`src/rtl/lr1_sw_debounce_pkg.sv`:
```
// -----------------------------------------------------------------------------
// lr1_sw_debounce_pkg
//   Shared constants for the LR1 switch front end.
//   LR1_SW_W        : number of slide switches on the board
//   LR1_DEB_CNT     : debounce stability window in clock cycles (10 ms @ 100 MHz)
//   LR1_DEB_CNT_SIM : short window used for simulation
// -----------------------------------------------------------------------------
package lr1_sw_debounce_pkg;

  localparam int LR1_SW_W        = 12;
  localparam int LR1_DEB_CNT     = 1000000;
  localparam int LR1_DEB_CNT_SIM = 4;

endpackage

```
`src/rtl/lr1_debounce_bit.sv`:
```
// -----------------------------------------------------------------------------
// lr1_debounce_bit
//   One switch bit: 2-flop synchroniser, stability counter and change strobe.
//   A new synchronised level is accepted only after it has differed from the
//   current debounced level on STABLE_CNT consecutive edges.
// Ports
//   clk     in   system clock, rising edge
//   rst     in   synchronous reset, active-high
//   sw_raw  in   asynchronous switch pin
//   sw      out  debounced level
//   sw_chg  out  one-cycle pulse on the cycle sw changes
//   pend    out  synchronised level differs from sw (registered inputs only)
// -----------------------------------------------------------------------------
module lr1_debounce_bit
  import lr1_sw_debounce_pkg::*;
#(
  parameter int STABLE_CNT = LR1_DEB_CNT
) (
  input  logic clk,
  input  logic rst,
  input  logic sw_raw,
  output logic sw,
  output logic sw_chg,
  output logic pend
);

  localparam int              CNT_W    = $clog2(STABLE_CNT);
  localparam logic [CNT_W-1:0] CNT_LAST = CNT_W'(STABLE_CNT - 1);

  logic             sync1;
  logic             sync2;
  logic [CNT_W-1:0] cnt;
  logic             mis;

  assign mis  = sync2 ^ sw;
  assign pend = mis;

  // NOTE: reset is synchronous, so it lives inside the clocked branch and the
  // sensitivity list holds only the clock edge.
  always_ff @(posedge clk) begin
    if (rst) begin
      sync1  <= 1'b0;
      sync2  <= 1'b0;
      sw     <= 1'b0;
      sw_chg <= 1'b0;
      cnt    <= '0;
    end else begin
      // NOTE: non-blocking assignments so every flop samples pre-edge values;
      // sync2 <= sync1 then forms a true two-stage chain.
      sync1  <= sw_raw;
      sync2  <= sync1;
      sw_chg <= 1'b0;
      if (!mis) begin
        // Level agrees again: glitch rejected, no partial credit kept.
        cnt <= '0;
      end else if (cnt == CNT_LAST) begin
        sw     <= sync2;
        sw_chg <= 1'b1;
        cnt    <= '0;
      end else begin
        cnt <= cnt + CNT_W'(1);
      end
    end
  end

endmodule

```
`src/rtl/lr1_sw_debounce.sv`:
```
// -----------------------------------------------------------------------------
// lr1_sw_debounce
//   Conditions the raw LR1 slide switches into clean levels for LR1_TOP.SW.
//   Each bit is synchronised, debounced and strobed independently.
// Ports
//   CLK        in   1      system clock, rising edge
//   RST        in   1      synchronous reset, active-high
//   SW_RAW     in   WIDTH  asynchronous switch pins
//   SW         out  WIDTH  debounced switch levels
//   SW_CHG     out  WIDTH  one-cycle pulse per bit when SW[i] changes
//   SW_STABLE  out  1      high when no bit has a pending level
// -----------------------------------------------------------------------------
module lr1_sw_debounce
  import lr1_sw_debounce_pkg::*;
#(
  parameter int WIDTH      = LR1_SW_W,
  parameter int STABLE_CNT = LR1_DEB_CNT
) (
  input  logic             CLK,
  input  logic             RST,
  input  logic [WIDTH-1:0] SW_RAW,
  output logic [WIDTH-1:0] SW,
  output logic [WIDTH-1:0] SW_CHG,
  output logic             SW_STABLE
);

  logic [WIDTH-1:0] pend;

  for (genvar i = 0; i < WIDTH; i++) begin : g_bit
    lr1_debounce_bit #(
      .STABLE_CNT (STABLE_CNT)
    ) u_bit (
      .clk    (CLK),
      .rst    (RST),
      .sw_raw (SW_RAW[i]),
      .sw     (SW[i]),
      .sw_chg (SW_CHG[i]),
      .pend   (pend[i])
    );
  end

  // Derived from registers only, so no path from SW_RAW.
  assign SW_STABLE = ~|pend;

endmodule

```
`config.mk`:
```
export PLATFORM = sky130hd
export DESIGN_NAME = lr1_sw_debounce
export DESIGN_NICKNAME = d
export VERILOG_FILES = /design/src/rtl/lr1_sw_debounce_pkg.sv /design/src/rtl/lr1_debounce_bit.sv /design/src/rtl/lr1_sw_debounce.sv
export SDC_FILE = /design/constraint.sdc
export NUM_CORES = 1
export LEC_CHECK = 0
export ABC_AREA = 0
export CAP_MARGIN = 0
export CORE_ASPECT_RATIO = 0.75
export CORE_MARGIN = 2
export CORE_UTILIZATION = 61
export CTS_BUF_LIST = sky130_fd_sc_hd__clkbuf_16
export DETAILED_ROUTE_END_ITERATION = 7
export PLACE_DENSITY = 0.82
export SETUP_SLACK_MARGIN = 0.15
export SYNTH_ARGS = -nofsm -noshare
export SYNTH_HDL_FRONTEND = slang
export SYNTH_SLANG_ARGS = --single-unit
```
`constraint.sdc`:
```
create_clock -name CLK -period 4.45 [get_ports CLK]
set_clock_uncertainty 0.05 [all_clocks]
set_input_delay 0.89 -clock CLK [delete_from_list [all_inputs] [get_ports CLK]]
set_output_delay 0.89 -clock CLK [all_outputs]
set_load 0.01 [all_outputs]
```
Yosys cells after proc, flatten, opt, wreduce, memory -nomap -nowiden --
Index checks and enable logic that the tools add are counted.
Storage, ports and cells: flip-flop bits (word level) 288, input bits 14
Operators by class: add/subtract/negate cells 12, eq/ne operators 12, mux-type cells 12, bitwise logic cells 24, reductions and logical operators 38
Operators by type and width (count):
- $add 20x1->20 const B | 12
- $eq 20x20->1 const B | 12
- $reduce_or 3->1 | 12
- $reduce_and 2->1 | 12
- $reduce_or 2->1 | 12
- $mux 1 | 12
- $not 1->1 | 12
- $reduce_or 12->1 | 1
- $xor 1x1->1 | 12
- $logic_not 1->1 | 1

Depth between registers and ports, before layout --
depth after elaboration 3, gate-level depth with buffers 7, depth with buffers taken out 5

Cells and area by module --
Synthesis repeated with hierarchy kept, for this count alone.
Unflattened totals: cell total of the unflattened synthesis 1439, area, all modules 12822.3 um^2
By module, submodules not included:
- lr1_debounce_bit (g_bit[0].u_bit ...) | times used 11, cells each 120, area each 1067.3 um^2, seq. area each 480.5 um^2
- lr1_debounce_bit (g_bit[9].u_bit) | times used 1, cells each 115, area each 1057.3 um^2, seq. area each 480.5 um^2
- lr1_sw_debounce | times used 1, cells each 4, area each 25.0 um^2, seq. area each 0.0 um^2

Worst setup path before layout --
OpenSTA, ideal clock, no wires.
path type register to register, start point register g_bit[2].u_bit.cnt[8], end point register g_bit[2].u_bit.cnt[10], setup time 0.115 ns, arrival 1.851 ns, data required time 4.285 ns, path slack 2.434 ns, stages on the path, launching flop included 6, buffers on the path 1, cells stage by stage dfxtp_1 or4b_1 or4_4 o21bai_4 buf_6 nor2_1
On the way: longest elaborated chain between the ends 2, elaborated cells on any way between the ends 3
RTL lines:
- start, declared | RTL line lr1_debounce_bit.sv:32 | logic [CNT_W-1:0] cnt;
- start signal, assigned | RTL line lr1_debounce_bit.sv:61 | cnt <= cnt + CNT_W'(1);
- parallel branches: the longest is 2 deep, another holds $add 20x1->20
Parallel ways; which one is timed is not known. A chain may end at the register's enable or synchronous reset.

Worst setup path in the final report --
start point register g_bit[3].u_bit.sw, end point output SW_STABLE
On the way: longest elaborated chain between the ends 3
RTL lines:
- start, declared | RTL line lr1_debounce_bit.sv:22 | output logic sw,
- start signal, assigned | RTL line lr1_debounce_bit.sv:57 | sw <= sync2;
- $xor 1x1->1 | RTL line lr1_debounce_bit.sv:35 | assign mis = sync2 ^ sw;
- $reduce_or 12->1 | RTL line lr1_sw_debounce.sv:43 | assign SW_STABLE = ~|pend;
- $logic_not 1->1 | RTL line lr1_sw_debounce.sv:43
- end, declared | RTL line lr1_sw_debounce.sv:24 | output logic SW_STABLE
No other way between the ends.

==> results.md <==
- Walking the worst path, the cells encountered are xnor2_1 -> nand4_1 -> nor3_1 -> clkdlybuf4s50_1.
- The launching instance or port of the critical path is g_bit[3].u_bit.sw.
- Among all stages on the critical path, the largest delay is contributed by clkdlybuf4s50_1.
- The post-detailed-route via-to-cell ratio is 5.84.
- The cell count along the critical path is 4.
- The run finished with clean final reports.
- The arrival time at the worst endpoint is 2.33 ns.
- The number of instances in the synthesized netlist is 1448.
- 0 antenna diodes ended up in the layout.
- The average cell area after synthesis is 8.73 sq um.
- The total number of vias is 10101.
- The number of buffers between clock root and the deepest sink is 3.
- The later pin in the worst-skew pair is clocked with a latency of 0.53 ns.
- The final critical path takes up 73.4% of the cycle.
- The placed instances occupy a cell area of 13000 sq um.
- The detailed-router iteration count before antenna repair is 5.
- The top flip-flop cell by instance count after synthesis is dfxtp_1.
- The antenna violation net count after detailed routing is 0.
- The via count of the first global-routing pass is 9373.
- The footprint of the multi-input gates is 6280 sq um.
- The netlist uses 46 different library cells.
- The share of cells above drive strength 1 is 5.16%.
- The vertical die dimension is 129 microns.
- The floorplan step defined a die boundary enclosing 21900 sq um.
- The worst setup path is captured at an output port.
- The path type of the worst min-delay path is reg2reg.
- At the pin with the least slew margin, the transition time is 0.839 ns.
- The number of nets produced by synthesis is 1474.
- In this run the static leakage power is 3.98 nW.
- In this run, synthesis inferred 0 flip-flops with an integrated enable.
- Hold repair after CTS inserted 0 buffers.
- The initialized floorplan defines 45 standard-cell rows.
- The maximum frequency from static timing analysis is 0.306 GHz.
- The final-report max-slew violation count came to 0.
- IR analysis of the VDD net gives a maximum drop of 0.000246 V.
- Detailed placement ended at an HPWL of 16900 microns.
- The share of synthesized area in the top cell type comes to 45.6%.
- For this run, the number of Yosys warnings is 0.
- The instance count after placement with tap cells included is 1682.
- The tree is rooted in a clkbuf_16.
- The post-CTS repair timing setup buffer count is 0.
- The setup path with the least slack is of type reg2out.
- Along the worst path, the maximum fanout reaches 3.
- In this run the critical register-to-register path is captured at g_bit[7].u_bit.cnt[7].
- The initial detailed-routing violation count is 670.
- The worst slew margin relative to its limit is 44.1%.
- The synthesized design contains 288 register bits.
- Sorting the synthesized cells by area gives the leading types as dfxtp_1 46%, xnor2_1 7.0%, nor2_1 5.7%.
- The cell area that synthesis handed to floorplanning was 12600 sq um.
- At the end of routability-driven placement, the weighted congestion stood at 0.836.
- Clock-pin slew was measured on the worst setup and hold paths at 0.06 ns.
- The count of buffers inserted at the top-level ports is 38.
- The global-route wire length before repair is 43000 microns.
- For this run, the number of standard cells in the final layout without fillers is 1731.
- In the global route stage, overall resource usage came out at 23.1%.
- Of all flip-flops after synthesis, the portion carrying an async set or reset was 0%.
- The area growth from synthesis to layout is 10.0%.
- The tool flagged a number of max-cap violations equal to 0.
- The design draws 5.02 mW.
- The register-to-register path setup slack is 1.81 ns.
- For this run the aggregate overflow at the end of global routing stands at 0.
- The critical path ends at SW_STABLE.
- The kind of start point of the critical path is a flop.
- The number of cell instances on the worst register-to-register path is 4.
- The largest total area in the synthesized netlist belongs to dfxtp_1.
- Wires add up to 25100 microns.
- The number of antenna violations at the first check in global routing is 0.
- The final core area utilization is 68.6%.
- The number of endpoints with negative hold slack in the final report is 0.
- Ranked by instance count, the synthesized netlist is headed by 288 x dfxtp_1, 193 x nor2_1, 101 x xnor2_1.
- The required time reported for the critical path endpoint is 3.51 ns.
- Entering global routing, the biggest net connects 37 pins.
- The remaining design rule violation count is 0.
- Adding up every negative setup slack in the final design gives 0 ns.
- The minimum clock period is 3.27 ns.
- The sequential cell area is 5770 sq um.
- The fraction of the yosys area taken by sequential cells is 45.6%.
- The clock tree from TritonCTS is built.
- During I/O placement, the number of pins put on the boundary was 39.
- The kind of cell with the highest combined delay along the critical path is buffers and inverters.
- Fill cells in the final layout number 1597.
- Setup repair after global routing left no endpoint under its margin.
- CTS saw 288 sinks.
- In the final routed layout, each cell accounts on average for 14.5 microns.
- Once the clock tree was built, the resizer swapped 0 gates to a different size.
- Counting the buffers created by CTS gives 27.
- The die span in x is 170 microns.
- The startpoint identified for the worst register-to-register timing path is g_bit[7].u_bit.cnt[9].
- The buffering stage count on the worst path with inverters included is 1.
- The power per cell area is 361 nW/um^2.
- The number of setup violations in the final report is 0.
- On the worst path, the slowest cell contributes a delay of 0.60 ns.
- The library cell with the highest instance count after synthesis is dfxtp_1.
- The number of nets in the layout is 1479.
- The floorplan step defined a core boundary enclosing 20300 sq um.
- The initial utilization of the core area, before any placement, comes to 62.4%.
- CTS built an H-tree with a depth of 1.
- The cell area after layout is 13900 sq um.
==> worst reg2reg max path, stage by stage (launching register included) <==
cell     delay [ns]
dfxtp_1        0.40
or4b_2         0.61
nor4_1         0.48
a311o_1        0.83
nor2_1         0.13
==> placed cells by master, fill, tap and decap left out, drive strengths merged, types with 5 or more instances in the layout <==
cell type	instances
ha	12
nand3	88
and2	7
or3	48
o21ai	54
clkdlybuf4s50	37
nand2	68
o31ai	37
buf	8
nand4	55
clkinv	14
nor3	32
bufinv	5
xnor2	101
dfxtp	288
nor4	35
clkbuf	27
or4	51
nor2	193
or2	9
and3	17
nor4b	14
a21oi	87
or4b	12
and4	13
inv	59
nor2b	25
xor2	51
==> per-stage QoR <==
step                hold WS [ns]  worst slack (ns)
floorplan                  0.364              2.43
global placement           0.368              1.78
detailed placement         0.372              1.72
CTS                        0.382              1.14
global route               0.407              1.12
finish                     0.383              1.18
==> sequential cells by signal, summed over array words and instances, names as in the netlist <==
name and count:
g_bit.u_bit.cnt 240, g_bit.u_bit.sw 12, g_bit.u_bit.sw_chg 12, g_bit.u_bit.sync1 12, g_bit.u_bit.sync2 12
==> cell families after synthesis <==
| logic type | synth area share [%] |
|---|---|
| and+or+nand+nor | 29.3 |
| buffers and inverters | 4.72 |
| DFF | 45.6 |
| AOI/OAI and AO/OA | 8.69 |
| xor gates and xnor gates | 10.5 |
| adders and majority gates | 1.19 |
==> worst min-delay path by stage <==
stage	from	end	slack, ns	depth (start not counted)
after CTS	g_bit[2].u_bit.sync1	g_bit[2].u_bit.sync2	0.38	1
after global routing	g_bit[4].u_bit.sync1	g_bit[4].u_bit.sync2	0.41	1
final	g_bit[2].u_bit.sync1	g_bit[2].u_bit.sync2	0.38	1
after global placement	g_bit[0].u_bit.sync1	g_bit[0].u_bit.sync2	0.37	1
after detailed placement	g_bit[1].u_bit.sync1	g_bit[1].u_bit.sync2	0.37	1
after floorplan	g_bit[0].u_bit.sync1	g_bit[0].u_bit.sync2	0.36	1
==> where the power goes <==
part | switching (mW) | internal [mW]
combinational | 0.0421 | 0.0279
sequential | 0.00746 | 2.59
clock | 0.969 | 1.39
==> area by class of cell <==
cell class                      count  area share, %
Clock inverter                     22           1.61
Tap cell                          258           2.32
Timing Repair Buffer               45           3.08
Clock buffer                       27           4.86
Inverter                           57           1.54
Multi-Input combinational cell   1034           45.1
Sequential cell                   288           41.5
==> layer usage <==
metal	up-vias	global-route usage (%)	part of all wire [%]
met2	183	38.2	46
li1	5124	-	-
met3	32	3.32	3.9
met5	-	0	0
met4	0	5.23	1.7
met1	4762	32.2	49
No activity file was read; power rests on OpenSTA's default activity.
